## config.mk

```make
export PLATFORM = sky130hd
export DESIGN_NAME = reg8_dump
export DESIGN_NICKNAME = d
export VERILOG_FILES = /design/src/rtl/reg8_pkg.sv /design/src/rtl/reg8_dump.sv
export SDC_FILE = /design/constraint.sdc
export NUM_CORES = 1
export LEC_CHECK = 0
export CORE_MARGIN = 2
export CORE_UTILIZATION = 39
export CTS_BUF_LIST = sky130_fd_sc_hd__clkbuf_4
export CTS_CLUSTER_SIZE = 20
export DETAILED_ROUTE_END_ITERATION = 10
export HOLD_SLACK_MARGIN = 0.02
export MAX_ROUTING_LAYER = met4
export PLACE_DENSITY = 0.73
export SLEW_MARGIN = 20
export SYNTH_ARGS = -nofsm -noshare
export SYNTH_HDL_FRONTEND = slang
export SYNTH_SLANG_ARGS = --single-unit
```

## constraint.sdc

```tcl
create_clock -name clk -period 1.55 [get_ports clk]
set_clock_uncertainty 0.1 [all_clocks]
set_input_delay 0.465 -clock clk [delete_from_list [all_inputs] [get_ports clk]]
set_output_delay 0.465 -clock clk [all_outputs]
set_load 0.02 [all_outputs]
```

## src/rtl/reg8_pkg.sv

```systemverilog
// Shared geometry and read-sequencer state encoding for the 8-entry x 8-bit register file.
package reg8_pkg;

  localparam int NREGS = 8;
  localparam int AW    = 3;
  localparam int DW    = 8;

  typedef enum logic [1:0] {
    IDLE,
    FETCH,
    SEND,
    DONE
  } state_e;

endpackage

```

## src/rtl/reg8_dump.sv

```systemverilog
// Walks a wrap-around address range of the register file and streams each
// captured byte, tagged with its address, over a valid/ready interface.
module reg8_dump #(
  parameter int NREGS = reg8_pkg::NREGS,
  parameter int AW    = reg8_pkg::AW,
  parameter int DW    = reg8_pkg::DW
) (
  input  logic          clk,
  input  logic          clr_n,
  input  logic          start,
  input  logic [AW-1:0] base,
  input  logic [AW:0]   count,
  output logic [AW-1:0] rd_addr,
  input  logic [DW-1:0] rd_data,
  output logic          out_valid,
  input  logic          out_ready,
  output logic [DW-1:0] out_data,
  output logic [AW-1:0] out_addr,
  output logic          out_last,
  output logic          busy,
  output logic          done
);

  import reg8_pkg::*;

  localparam logic [AW:0] NREGS_CNT = (AW+1)'(NREGS);

  state_e        state_q;
  logic [AW-1:0] ptr_q;
  logic [AW:0]   remaining_q;
  logic [DW-1:0] out_data_q;
  logic [AW-1:0] out_addr_q;
  logic          out_last_q;
  logic          out_valid_q;
  logic          busy_q;
  logic          done_q;

  logic [AW:0]   count_clamped;
  logic [AW-1:0] ptr_d;

  // Requests larger than the file are clamped; the pointer wraps naturally
  // because NREGS is a power of two.
  always_comb begin
    count_clamped = (count > NREGS_CNT) ? NREGS_CNT : count;
    ptr_d         = ptr_q + AW'(1);
  end

  // NOTE: every register here uses non-blocking assignment so all state
  // updates at the edge see the same pre-edge values.
  always_ff @(posedge clk or negedge clr_n) begin
    if (!clr_n) begin
      state_q     <= IDLE;
      ptr_q       <= '0;
      remaining_q <= '0;
      out_data_q  <= '0;
      out_addr_q  <= '0;
      out_last_q  <= 1'b0;
      out_valid_q <= 1'b0;
      busy_q      <= 1'b0;
      done_q      <= 1'b0;
    end else begin
      unique case (state_q)
        IDLE: begin
          if (start) begin
            if (count == '0) begin
              state_q <= DONE;
              done_q  <= 1'b1;
            end else begin
              ptr_q       <= base;
              remaining_q <= count_clamped;
              busy_q      <= 1'b1;
              state_q     <= FETCH;
            end
          end
        end

        FETCH: begin
          // Snapshot of the file: later writes do not disturb this beat.
          out_data_q  <= rd_data;
          out_addr_q  <= ptr_q;
          out_last_q  <= (remaining_q == (AW+1)'(1));
          out_valid_q <= 1'b1;
          state_q     <= SEND;
        end

        SEND: begin
          if (out_ready) begin
            out_valid_q <= 1'b0;
            if (out_last_q) begin
              busy_q  <= 1'b0;
              done_q  <= 1'b1;
              state_q <= DONE;
            end else begin
              ptr_q       <= ptr_d;
              remaining_q <= remaining_q - (AW+1)'(1);
              state_q     <= FETCH;
            end
          end
        end

        DONE: begin
          done_q  <= 1'b0;
          state_q <= IDLE;
        end

        default: state_q <= IDLE;
      endcase
    end
  end

  assign rd_addr   = ptr_q;
  assign out_valid = out_valid_q;
  assign out_data  = out_data_q;
  assign out_addr  = out_addr_q;
  assign out_last  = out_last_q;
  assign busy      = busy_q;
  assign done      = done_q;

endmodule

```

# After elaboration in Yosys (flattened, before gate mapping)
# Cells that the tools add are included.
# word_totals
word_cells,60
register_bits,24
output_inout_bits,18
# classes
reduce_logical,10
add_sub_neg,2
muxes,28
eq_ne,10
magnitude_cmp,1
# op_table
cell,count
$mux W4,5
$reduce_and A5 Y1,3
$mux W3,4
$ne A2 B2 Y1 const B,6
$mux W1,9
$mux W2,4
$pmux W2 S4,1
$pmux W4 S2,1
$pmux W3 S2,1
$eq A2 B2 Y1 const B,2
$eq A4 B1 Y1 const B,1
$gt A4 B4 Y1 const B,1
$logic_not A4 Y1,1
$pmux W1 S2,2
$reduce_and A2 Y1,2
$reduce_bool A2 Y1,2
$sub A4 B1 Y4 const B,1
$add A3 B1 Y3 const B,1
$pmux W1 S3,1
$reduce_bool A3 Y1,1
$eq A2 B1 Y1 const B,1
$logic_not A2 Y1,1

# Logic depth before layout (Yosys ltp)
# logic_depth
word_depth,5
depth_mapped,6

# Worst setup path before layout
# Ideal clock, no wire load.
# synth_path
kind,input to register
from,input port count[0]
to,register ptr_q[2] (netlist: rd_addr[2])
required_time_ns,1.329
path_stages,4
setup_ns,0.121
arrival_time_ns,1.461
path_buffers,1
slack_ns,-0.132
cell_sequence,or4_4 > o2bb2ai_2 > buf_6 > a22o_1
# synth_between
elab_chain_cells,3
# synth_rtl
item,line_no,text
from (decl),reg8_dump.sv:12,"input logic [AW:0] count,"
$logic_not A4 Y1,reg8_dump.sv:65,if (count == '0) begin
$ne A2 B2 Y1 (no source line),n/a,
$reduce_and A5 Y1 (no source line),n/a,
to (signal assigned),reg8_dump.sv:69,ptr_q <= base;
to (signal assigned),reg8_dump.sv:94,ptr_q <= ptr_d;
to (decl),reg8_dump.sv:29,logic [AW-1:0] ptr_q;
# Every way passes these cells.
# A chain may end at the register's enable or synchronous reset.

# Worst setup path after layout
# layout_path
from,input port count[2]
to,register remaining_q[3]
# layout_between
elab_chain_cells,5
elab_cells_between_ends,8
classes_between,order compare: 1; eq/ne: 1; mux: 4; reduce/logical: 2
# layout_rtl
item,line_no,text
$gt A4 B4 Y1,reg8_dump.sv:44,count_clamped = (count > NREGS_CNT) ? NREGS_CNT : count;
$mux W4,reg8_dump.sv:44,
$mux W4,reg8_dump.sv:65,
$mux W4,reg8_dump.sv:64,if (start) begin
$pmux W4 S2,reg8_dump.sv:62,unique case (state_q)
to (signal assigned),reg8_dump.sv:70,remaining_q <= count_clamped;
to (signal assigned),reg8_dump.sv:95,remaining_q <= remaining_q - (AW+1)'(1);
to (decl),reg8_dump.sv:30,logic [AW:0] remaining_q;
# Several ways; a longest one is shown, not always the timed one. The select of a mux whose other input is x is not followed.

==> Implementation_results.wiki <==
{| class="wikitable"
! Metric !! Value
|-
| Net switching power || 1.524 mW
|-
| Setup ws final || 3.932 ps
|-
| Total leakage power || 0.8638 nW
|-
| Final count of negative-setup-slack endpoints || 0
|-
| HPWL after detailed placement || 2058 microns
|-
| Violated checks || design-rule violations
|-
| Run status || finished, violations left
|-
| Proportion of total power due to net switching || 0.4395
|-
| Routability-driven placement congestion ratio || 0.8487
|-
| Fin. Hold Viols || 0
|-
| Classification of the worst-slack hold path || primary input to asynchronous set/reset pin
|-
| Category of cells accounting for the largest share of critical-path delay || simple AND/OR/NAND/NOR gates
|-
| Total number of nets in the final design || 213
|-
| Residual DRC count || 4
|-
| Net Count, Synth || 151
|-
| Cell-by-cell listing of the critical path || buf_2 -> or4_4 -> o2bb2ai_4 -> buf_6 -> a22o_1
|-
| Port Buffer Count || 36
|-
| Slew of the pin with the lowest slew margin || 318.3 ps
|-
| Netlist area before placement || 1165 sq um
|-
| Floorplan die height || 58.65 microns
|-
| Clock period minus worst slack || 1546 ps
|-
| Beginning of the critical path || count[2]
|-
| Synthesized instance count || 129
|-
| Clock tree from TritonCTS || built
|-
| Worst-skew pair later-pin latency || 320 ps
|-
| Maximum clock frequency || 0.6468 GHz
|-
| Portion of total power attributed to sequential cells || 0.322
|-
| Aggregate negative setup slack || 0 ps
|-
| Max incr delay on CP || 580 ps
|-
| Overall die width || 58.65 microns
|-
| Internal power || 1.943 mW
|-
| Std cell rows || 19
|-
| Number of antenna violations at the first check in global routing || 0
|-
| Deepest level of the CTS H-tree || 1
|-
| Power share of the combinational group || 0.595
|-
| Worst Path Max Fanout || 6
|-
| 1st-iter DRT viols || 44
|-
| Sequential cell area fraction in the yosys report || 0.5156
|-
| Flops & latches, synth || 24
|-
| Synth unique cells || 27
|-
| Routed Antenna Nets || 0
|-
| Startpoint of the worst register-to-register path || state_q[1]
|-
| Number of placed I/O pins || 37
|-
| Overall global routing resource usage || 0.1973
|-
| Placeable Area || 2805 sq um
|-
| Instance count on the critical path || 5
|-
| Data required time of the worst path || 1670 ps
|-
| Ratio of total power to cell area || 2001 nW/um^2
|-
| Clock network fraction of total power || 0.083
|-
| Worst Setup Slack post-DPL || -623.2 ps
|-
| Peak VDD IR || 909.5 uV
|-
| Type of the worst setup path || primary input to flip-flop
|-
| R2R depth || 5
|-
| Number of maximum-capacitance violations || 0
|-
| Setup crit end kind || flip-flop
|-
| Clock-pin slew reported for the worst setup and hold paths after clock tree synthesis || 130 ps
|-
| Via total after detailed routing || 1147
|-
| Drt wl/cell || 13.72 microns
|-
| Vias in the first global route || 1191
|-
| Fraction of final layout cells with drive strength greater than 1 || 0.3211
|-
| Maximum clock insertion buffer count || 2
|-
| Yosys synthesis warning count || 0
|-
| Root cell of the clock tree || sky130_fd_sc_hd__clkbuf_4
|-
| Number of enable-type register cells in the synthesized netlist || 0
|-
| Area growth from synthesis to layout || 48.76%
|-
| Worst Path Buf+Inv || 2
|-
| Number of pins with negative max-slew slack in the final report || 0
|-
| RSZ-0062 raised after global routing || true
|-
| Critical path's slowest cell || sky130_fd_sc_hd__or4_4
|-
| Pin count of the biggest net entering global routing || 25
|-
| Final worst-path cycle share || 0.9975
|-
| Global route total overflow || 0
|-
| Synth async-reset ratio || 1.000
|-
| Clock sink count || 24
|-
| Vias per cell || 5.190
|-
| Worst Path Arrival || 1660 ps
|-
| Fillers || 261
|-
| Relative slew slack || 0.7866
|-
| Antenna Diode Count || 0
|-
| Per-instance average area after synthesis || 9.030 sq um
|-
| Cts bufs inserted || 3
|-
| Die outline area || 3440 sq um
|-
| Starting density of the core || 0.4153
|-
| First-pass iteration count of the detailed router || 7
|-
| Critical path startpoint category || primary input
|-
| Detailed Route WL || 3032 microns
|-
| Global-route wire length before repair || 5016 microns
|-
| Commonest register cell after synthesis || sky130_fd_sc_hd__dfrtp_1
|}
-- final timing paths --
| kind | end | slack, ps |
|---|---|---|
| setup / recovery | remaining_q[3] | 4 |
| hold / removal | out_data[4] | 380 |
| setup reg to reg | remaining_q[3] | 60 |
| hold reg to reg | out_data[0] | 390 |
| max in group asynchronous | state_q[1] | 820 |
| min in group clk | out_data[0] | 390 |
-- registers in the layout, summed over array words and instances, names as in the netlist --
| name | count |
|---|---|
| state_q | 2 |
| busy | 1 |
| remaining_q | 4 |
| out_last | 1 |
| rd_addr | 3 |
| done | 1 |
| out_data | 8 |
| out_valid | 1 |
| out_addr | 3 |
-- kinds of logic after synthesis --
logic type,Yosys count,share of synthesized area
compound gates,30,0.1719
fa+ha+maj,3,0.03223
buf+inv,11,0.04404
flops,24,0.5156
mux,1,0.008593
simple gates,60,0.2277
-- repair_timing --
item | 4_1_cts | 5_1_grt
cloned | 1 | 0
gates resized for setup | 76 | 25
endpoints found under the setup margin | 39 | 19
hold buffers | 0 | 0
pin swaps | 2 | 2
buffers inserted | 2 | 6
-- stage by stage --
step	cells	total power [mW]	cell area, sq um	util	hold slack (ps)
finish	221	3.467	1733	0.6178	377.5
global route	221	3.749	1733	0.6178	377.2
CTS	215	3.427	1752	0.6244	379.9
detailed placement	208	3.139	1692	0.6030	361.8
global placement	208	3.060	1692	0.6030	356.0
floorplan	129	2.250	1177	-	69.41
-- cells in the mapped netlist, types with 2 or more instances --
master | number | area, sq um
sky130_fd_sc_hd__nand2_1 | 38 | 142.6
sky130_fd_sc_hd__dfrtp_1 | 24 | 600.6
sky130_fd_sc_hd__o21ai_0 | 8 | 40.04
sky130_fd_sc_hd__a21oi_1 | 7 | 35.03
sky130_fd_sc_hd__nor2_1 | 7 | 26.28
sky130_fd_sc_hd__inv_1 | 5 | 18.77
sky130_fd_sc_hd__nand2b_1 | 5 | 31.28
sky130_fd_sc_hd__a31oi_1 | 4 | 25.02
sky130_fd_sc_hd__a22o_1 | 3 | 26.28
sky130_fd_sc_hd__clkbuf_1 | 3 | 11.26
sky130_fd_sc_hd__ha_1 | 3 | 37.54
sky130_fd_sc_hd__nor3_1 | 3 | 15.01
sky130_fd_sc_hd__buf_2 | 2 | 10.01
sky130_fd_sc_hd__nand3_1 | 2 | 10.01
sky130_fd_sc_hd__nor3b_1 | 2 | 15.01
sky130_fd_sc_hd__o21a_1 | 2 | 15.01
-- metal layers --
metal | vias up | track usage | part of all wire | wire [microns]
met3 | 4 | 0.04176 | 0.070 | 213
li1 | 563 | - | - | -
met5 | - | - | 0 | 0
met4 | 0 | 0.08117 | 0.0096 | 29
met1 | 538 | 0.2235 | 0.43 | 1301
met2 | 42 | 0.3387 | 0.49 | 1487
-- power groups by stage --
stage	logic [mW]	registers, mW	clock network (mW)
after global routing	2.27	1.16	0.323
after CTS	2.01	1.12	0.293
after floorplan	0.848	1.40	0
after global placement	1.94	1.12	0
after detailed placement	2.01	1.13	0
final	2.06	1.12	0.287
-- placed cells by master, fill, tap and decap left out, types with 3 or more instances in the layout --
| cell | netlist | layout |
|---|---|---|
| sky130_fd_sc_hd__buf_2 | 2 | 21 |
| sky130_fd_sc_hd__ha_1 | 3 | 3 |
| sky130_fd_sc_hd__inv_1 | 5 | 5 |
| sky130_fd_sc_hd__clkdlybuf4s50_1 | 0 | 12 |
| sky130_fd_sc_hd__clkbuf_4 | 0 | 3 |
| sky130_fd_sc_hd__nor2_1 | 7 | 6 |
| sky130_fd_sc_hd__o21ai_0 | 8 | 6 |
| sky130_fd_sc_hd__nand2b_1 | 5 | 4 |
| sky130_fd_sc_hd__a22o_1 | 3 | 3 |
| sky130_fd_sc_hd__buf_4 | 0 | 23 |
| sky130_fd_sc_hd__nand2_1 | 38 | 38 |
| sky130_fd_sc_hd__a21oi_1 | 7 | 7 |
| sky130_fd_sc_hd__a31oi_1 | 4 | 4 |
| sky130_fd_sc_hd__dfrtp_1 | 24 | 23 |
-- area by class of cell --
type | count | area, sq um | area share
multi-input combinational | 95 | 575.6 | 0.3321
sequential | 24 | 601.8 | 0.3473
tap | 31 | 38.79 | 0.02238
clock buffer | 3 | 22.52 | 0.01300
timing repair buffer | 62 | 471.7 | 0.2722
inverter | 5 | 18.77 | 0.01083
clock inverter | 1 | 3.754 | 0.002166
Note: power is estimated with default switching activity, not from simulation.
